===== src/rtl/regfile_scoreboard.sv =====
// ============================================================================
// Module   : regfile_scoreboard
// Purpose  : Busy-bit hazard scoreboard and issue gate for the integer file,
//            with an outstanding-load limiter and sticky protocol-error flag.
// Revision : 1.0
// ============================================================================
`default_nettype none

module regfile_scoreboard #(
    parameter int MAX_LOADS = 4,
    parameter int CNT_W     = $clog2(MAX_LOADS + 1)
) (
    input  logic             clk,
    input  logic             reset,
    input  logic             issue_valid,
    input  logic [4:0]       issue_rs1,
    input  logic [4:0]       issue_rs2,
    input  logic             issue_rs1_en,
    input  logic             issue_rs2_en,
    input  logic [4:0]       issue_rd,
    input  logic             issue_rd_en,
    input  logic             issue_is_load,
    output logic             issue_stall,
    input  logic             wb_en,
    input  logic [4:0]       wb_rd,
    input  logic             mau_en,
    input  logic [4:0]       mau_rd,
    output logic [31:0]      busy,
    output logic [CNT_W-1:0] load_cnt,
    output logic             err
);

    localparam logic [CNT_W-1:0] C_MAX_LOADS = CNT_W'(MAX_LOADS);
    localparam logic [31:0]      C_ONE       = 32'd1;

    logic [31:0]      r_busy;
    logic [CNT_W-1:0] r_load_cnt;
    logic             r_err;

    logic             w_raw1;
    logic             w_raw2;
    logic             w_waw;
    logic             w_lfull;
    logic             w_accept;
    logic             w_load_inc;
    logic             w_wb_act;
    logic             w_mau_act;
    logic [31:0]      w_set_vec;
    logic [31:0]      w_clr_vec;
    logic [31:0]      w_busy_nxt;
    logic             w_err_evt;

    // Hazards look only at registered busy: the file reads its pre-edge value,
    // so a same-cycle retire cannot be bypassed.
    assign w_raw1  = issue_rs1_en & (issue_rs1 != 5'd0) & r_busy[issue_rs1];
    assign w_raw2  = issue_rs2_en & (issue_rs2 != 5'd0) & r_busy[issue_rs2];
    assign w_waw   = issue_rd_en  & (issue_rd  != 5'd0) & r_busy[issue_rd];
    assign w_lfull = issue_is_load & (r_load_cnt == C_MAX_LOADS);

    assign issue_stall = issue_valid & (w_raw1 | w_raw2 | w_waw | w_lfull);
    assign w_accept    = issue_valid & ~issue_stall;
    assign w_load_inc  = w_accept & issue_is_load;

    assign w_wb_act  = wb_en  & (wb_rd  != 5'd0);
    assign w_mau_act = mau_en & (mau_rd != 5'd0);

    assign w_set_vec = (w_accept & issue_rd_en & (issue_rd != 5'd0)) ? (C_ONE << issue_rd) : 32'd0;
    assign w_clr_vec = (w_wb_act  ? (C_ONE << wb_rd)  : 32'd0)
                     | (w_mau_act ? (C_ONE << mau_rd) : 32'd0);

    // Set is applied after clear so that a same-index set wins.
    assign w_busy_nxt = ((r_busy & ~w_clr_vec) | w_set_vec) & ~C_ONE;

    assign w_err_evt = (w_wb_act  & ~r_busy[wb_rd])
                     | (w_mau_act & ~r_busy[mau_rd])
                     | (mau_en & (r_load_cnt == '0) & ~w_load_inc)
                     | (w_load_inc & ~issue_rd_en);

    always_ff @(posedge clk or negedge reset) begin
        if (!reset) begin
            r_busy     <= 32'd0;
            r_load_cnt <= '0;
            r_err      <= 1'b0;
        end else begin
            r_busy <= w_busy_nxt;
            if (w_load_inc && !mau_en) begin
                r_load_cnt <= r_load_cnt + 1'b1;
            end else if (mau_en && !w_load_inc && (r_load_cnt != '0)) begin
                r_load_cnt <= r_load_cnt - 1'b1;
            end
            if (w_err_evt) begin
                r_err <= 1'b1;
            end
        end
    end

    assign busy     = r_busy;
    assign load_cnt = r_load_cnt;
    assign err      = r_err;

endmodule

`default_nettype wire


===== config.mk =====
export PLATFORM = sky130hd
export DESIGN_NAME = regfile_scoreboard
export DESIGN_NICKNAME = d
export VERILOG_FILES = /design/src/rtl/regfile_scoreboard.sv
export SDC_FILE = /design/constraint.sdc
export NUM_CORES = 1
export LEC_CHECK = 0
export CELL_PAD_IN_SITES_DETAIL_PLACEMENT = 0
export CELL_PAD_IN_SITES_GLOBAL_PLACEMENT = 2
export CORE_MARGIN = 2
export CORE_UTILIZATION = 29
export CTS_CLUSTER_SIZE = 12
export DETAILED_ROUTE_END_ITERATION = 10
export GPL_TIMING_DRIVEN = 1
export HOLD_SLACK_MARGIN = 0.05
export PLACE_DENSITY = 0.88
export SLEW_MARGIN = 30
export SYNTH_ARGS = -nofsm -noshare
export SYNTH_HDL_FRONTEND = slang
export SYNTH_SLANG_ARGS = --single-unit

===== constraint.sdc =====
create_clock -name clk -period 3.5 [get_ports clk]
set_input_delay 0.35 -clock clk [delete_from_list [all_inputs] [get_ports clk]]
set_output_delay 0.35 -clock clk [all_outputs]
set_load 0.03 [all_outputs]

# After elaboration in Yosys (flattened, before gate mapping)
# Cells that the tools add are included.
dict set report word_totals {
  reg_bits 35
  inputBits 34
  out_inout_bits 37
  word_cells 76
}
dict set report op_classes {
  add_sub_neg 2
  magnitude_cmp 5
  n_eq_ne 1
  shifts 3
  mux 15
  bitwise_logic 34
  reduce_logical 13
}
# op count
set op_table {}
lappend op_table {{2-to-1 mux 32 bit} 3}
lappend op_table {{left shift 1 x 5 -> 32 bit (first input constant)} 3}
lappend op_table {{OR 32 bit} 2}
lappend op_table {{bitwise AND 32 bit} 1}
lappend op_table {{NOT 32 bit} 1}
lappend op_table {{less-than comparator 5 x 6 -> 1 bit (second input constant)} 5}
lappend op_table {{binary-select mux 1 bit (select 5 bit)} 5}
lappend op_table {{nonzero test 5 bit} 5}
lappend op_table {{bitwise AND 1 bit} 19}
lappend op_table {{2-to-1 mux 3 bit} 2}
lappend op_table {{OR 1 bit} 6}
lappend op_table {{2-to-1 mux 1 bit} 5}
lappend op_table {{NOT 1 bit} 5}
lappend op_table {{adder 3 x 1 -> 3 bit (second input constant)} 1}
lappend op_table {{== test 3 bit (second input constant)} 1}
lappend op_table {{logical AND 1 bit} 3}
lappend op_table {{zero test 3 bit} 1}
lappend op_table {{nonzero test 3 bit} 1}
lappend op_table {{subtractor 3 x 1 -> 3 bit (second input constant)} 1}
lappend op_table {{zero test 1 bit} 2}
lappend op_table {{nonzero test 2 bit} 1}

# Logic depth before layout (Yosys ltp)
dict set report depth {
  word_depth 15
  ltp_mapped 14
  ltp_nobuf 11
}

# Least setup slack after synthesis
# Ideal clock, no wire load.
dict set report synth_timing {
  path_type {reg-to-reg}
  from {register r_busy[31], in the netlist busy[31]}
  to {register r_load_cnt[2], in the netlist load_cnt[2]}
  setup_time_ps 87
  arrival_time_ps 3462
  required_ps 3413
  setup_slack_ps -49
  path_stages_with_launch 12
  path_buffers 1
  period_less_slack_ps 3549
  cell_sequence {dfrtp_1 mux4_2 mux2_2 a2111oi_2 a311oi_1 a211oi_2 buf_4 nand4_1 fa_1 or4_1 a32o_1 o211ai_1}
}
dict set report synth_via {
  elab_chain_len 14
  elab_cells_between_ends 22
  classes_between {mux: 7; bitwise: 10; reduce/logical: 5}
}
# element line
set synth_lines {}
lappend synth_lines {{start: declaration} 36} ;# logic [31:0] r_busy;
lappend synth_lines {{start signal: assignment} 85} ;# r_busy <= w_busy_nxt;
lappend synth_lines {{binary-select mux 1 bit (select 5 bit), on equally long branches} {55, 56}}
lappend synth_lines {{2-to-1 mux 1 bit, on equally long branches} {55, 56}}
lappend synth_lines {{bitwise AND 1 bit, on equally long branches} {55, 56}}
lappend synth_lines {{OR 1 bit} 60} ;# assign issue_stall = issue_valid & (w_raw1 | w_raw2 | w_waw | w_lfull);
lappend synth_lines {{OR 1 bit (*) (2 in series)} 60}
lappend synth_lines {{bitwise AND 1 bit (*)} 60}
lappend synth_lines {{NOT 1 bit (*)} 61} ;# assign w_accept = issue_valid & ~issue_stall;
lappend synth_lines {{bitwise AND 1 bit (*)} 61}
lappend synth_lines {{bitwise AND 1 bit (*)} 62} ;# assign w_load_inc = w_accept & issue_is_load;
lappend synth_lines {{zero test 1 bit} 88} ;# end else if (mau_en && !w_load_inc && (r_load_cnt != '0)) begin
lappend synth_lines {{logical AND 1 bit (2 in series)} 88}
lappend synth_lines {{nonzero test 2 bit (no source line)} --}
lappend synth_lines {{end signal: assignment} 87} ;# r_load_cnt <= r_load_cnt + 1'b1;
lappend synth_lines {{end signal: assignment} 89} ;# r_load_cnt <= r_load_cnt - 1'b1;
lappend synth_lines {{end: declaration} 37} ;# logic [CNT_W-1:0] r_load_cnt;
# Every way passes the cells marked *; elsewhere a longest branch is shown, timed or not. The select of a mux whose other input is x is not followed.
# A chain may end at the register's enable or synchronous reset.

# Final worst setup path
dict set report layout_timing {
  from {input port issue_rd[1]}
  to {register r_load_cnt[2], in the netlist load_cnt[2]}
}
dict set report layout_via {
  elab_chain_len 13
  elab_cells_between_ends 17
  classes_between {mux: 3; bitwise: 8; reduce/logical: 6}
}
# element line
set layout_lines {}
lappend layout_lines {{start: declaration} 20} ;# input logic [4:0] issue_rd,
lappend layout_lines {{binary-select mux 1 bit (select 5 bit) or nonzero test 5 bit (tied branches)} 57} ;# assign w_waw = issue_rd_en & (issue_rd != 5'd0) & r_busy[issue_rd];
lappend layout_lines {{2-to-1 mux 1 bit (not written as such) or bitwise AND 1 bit (tied branches)} 57}
lappend layout_lines {{bitwise AND 1 bit (*)} 57}
lappend layout_lines {{OR 1 bit (*) (2 in series)} 60}
lappend layout_lines {{bitwise AND 1 bit (*)} 60}
lappend layout_lines {{NOT 1 bit (*)} 61}
lappend layout_lines {{bitwise AND 1 bit (*)} 61}
lappend layout_lines {{bitwise AND 1 bit (*)} 62}
lappend layout_lines {{zero test 1 bit} 88}
lappend layout_lines {{logical AND 1 bit (2 in series)} 88}
lappend layout_lines {{nonzero test 2 bit (no source line)} --}
# Marks and branches as above.

==> metrics.cfg <==
[route]
wl_per_cell_microns=23.3
drt-initial-drc-count=490
antenna_left=0
drc=0
vias=3707
drt-vias-per-instance=6.13
first_pass_iters=5
wl_mm=14.1

[synth]
synth_top_area_share_pct=26.2
synth.yosys.seq_area_share_pct=26.2
ys.flop_type=dfrtp_1
synth.distinct_cells=49
syn_inst=354
syn_area_sq_um=3340
syn_avg_cell_area_sq_um=9.43
synth_area_leaders=dfrtp_1, mux4_2, a22oi_1, mux2i_1, nand2_1
synth-seq-cells=35
synthArstFlopShare_pct=100
synth_common_cells=nand2_1, dfrtp_1, a22oi_1, mux4_2
synth_most_common_cell=nand2_1
synth-edff-count=0
ys_warn_count=0
synth_largest_area_cell=dfrtp_1
syn-num-nets=389

[timing]
setup_viol_count_final=0
fin_crit_sh_pct=94.8
rsz0062_at_grt=no
max-slew-margin-rel_pct=55.3
worst_slew_pin_slew_ps=669
hold_viol_final=0
slew_viol_final=0
max_freq_mhz=302
period_minus_slack_ps=3320
clock_skew_ps=11.1

[critical_path]
path_cells=clkdlybuf4s50_1 -> buf_6 -> mux4_2 -> nor2_1 -> a21oi_1 -> a311o_1 -> a211oi_2 -> nand4_1 -> fa_1 -> or4_1 -> a32o_1 -> o211ai_1
critPathRequiredTime_ps=3700
critPathSlowestCell=mux4_2
crit_buf_inv=2
startpoint_type=input pin
cp_top_family=compound AO/OA/AOI/OAI gates
path_class=input pin to flip-flop
cp-end-kind=flip-flop
max_stage_delay_ps=500
worst-path-stages=12
cp_max_fo=6
ff2ff_setup_slack_ps=280
worst_ep_arrival_time_ps=3510
rr_worst_depth=10

[pwr]
p_leak_nw=1.81
powerDensity_nw_per_um2=440
irDropWorstVdd_mv=0.209

[final_layout]
antennaDiodeCount=0
fillerInstances=1132
instances_no_fill=605
drive_gt1_share_pct=24.9
final_nets=496
stdcell_area_sq_um=4690
area_growth_pct=40.6

[clocking]
htreeDepth=2
cts_inserted_buffers=5
path_clk_slew_ps=60
root_buffer=clkbuf_16
clockBufferDepth=2
postCtsHoldBufs=0
clkSinkCount=35
clock_latency_ps=290
cts_tree=done

[floorplan]
row_count=39
core_area_sq_um=11300
start_util_pct=29.5
io_pins=71
fp.dieW_microns=111
die_y_microns=111
dieArea_sq_um=12400

[status]
outcome=complete, no violations

[grt]
grt_max_degree=36
antenna_found_initial=0
grt_pass1_wl_mm=21.5
gr-usage-all-layers_pct=22.7
grt_pass1_vias=3649
grt_overflow=0

[placed_design]
gp_congestion=0.989
place_hpwl_mm=11.0
place_area_sq_um=4530
port_buffers=69
dp.cells=597

[worst_hold_path]
holdCritPathClass=input pin to asynchronous set/reset pin

[run]
cap_violations=0

-- where the power goes --
part           leakage, nW  switching, mW  internal [mW]  total, mW
clock               0.0731          0.181          0.284      0.465
sequential           0.452          0.108          0.475      0.583
combinational         1.29          0.546          0.470       1.02
-- worst paths after layout --
path / startpoint / to
max reg2reg: busy[30] / load_cnt[2]
min in group clk: busy[20] / busy[20]
min reg2reg: busy[20] / busy[20]
max: issue_rd[1] / load_cnt[2]
max in group asynchronous: reset / busy[30]
min: reset / load_cnt[1]
-- metal layers --
layer / vias to the layer above / GRT usage (%) / routed length, microns
li1: 1603 / - / -
met1: 1824 / 31.3 / 5740
met2: 248 / 36.3 / 6580
met3: 32 / 3.83 / 1300
met4: 0 / 7.82 / 443
met5: - / 0 / 0
-- sequential cells by signal, summed over array words and instances, names as in the netlist --
register / flops
busy: 31
load_cnt: 3
err: 1
-- logic make-up after synthesis --
kind of cell	after synthesis	synth area share, %
and+or+nand+nor	125	19.4
AOI/OAI and AO/OA	100	21.0
muxes	57	28.1
buffers and inverters	35	4.53
DFF	35	26.2
adders and majority gates	1	0.600
other	1	0.112
-- repair_timing --
item | in CTS | in global routing
gates resized for setup | 2 | 3
pin swaps | 0 | 2
endpoints found under the setup margin | 2 | 1
buffers inserted | 0 | 0
-- cell type report --
type / count / area, sq um / share of cell area (%)
inverter: 8 / 30.0 / 0.640
sequential: 35 / 886 / 18.9
clock inverter: 2 / 16.3 / 0.346
timing repair buffer: 127 / 1130 / 24.1
multi-input combinational: 284 / 2310 / 49.2
clock buffer: 6 / 139 / 2.96
tap: 143 / 179 / 3.81
-- layout by cell type (no fill, tap or decap), drive strengths merged, types with 4 or more instances in the layout --
| cell | n |
|---|---|
| clkbuf | 6 |
| a22oi | 33 |
| inv | 8 |
| o21ai | 30 |
| clkdlybuf4s50 | 66 |
| a21oi | 7 |
| buf | 58 |
| nand2 | 41 |
| a211oi | 5 |
| mux4 | 29 |
| nand3 | 15 |
| nor2 | 23 |
| mux2i | 23 |
| nor3 | 6 |
| nand2b | 7 |
| mux2 | 5 |
| nor2b | 12 |
| nand4 | 6 |
| dfrtp | 35 |
| a221oi | 5 |
| nand3b | 4 |
-- stage by stage --
step           total power, mW  util, %  setup WS (ps)  setup TNS, ps  hold slack (ps)
3_3_place_gp              1.58     40.0           -309           -491              601
4_1_cts                   2.05     41.4            134              0              499
3_5_place_dp              1.59     40.0           -393           -611              604
5_1_grt                   2.15     41.5           9.08              0              539
6_report                  2.06     41.5            183              0              473
2_1_floorplan             1.10        -           2.10              0             54.4
Note: power is estimated with default switching activity, not from simulation.
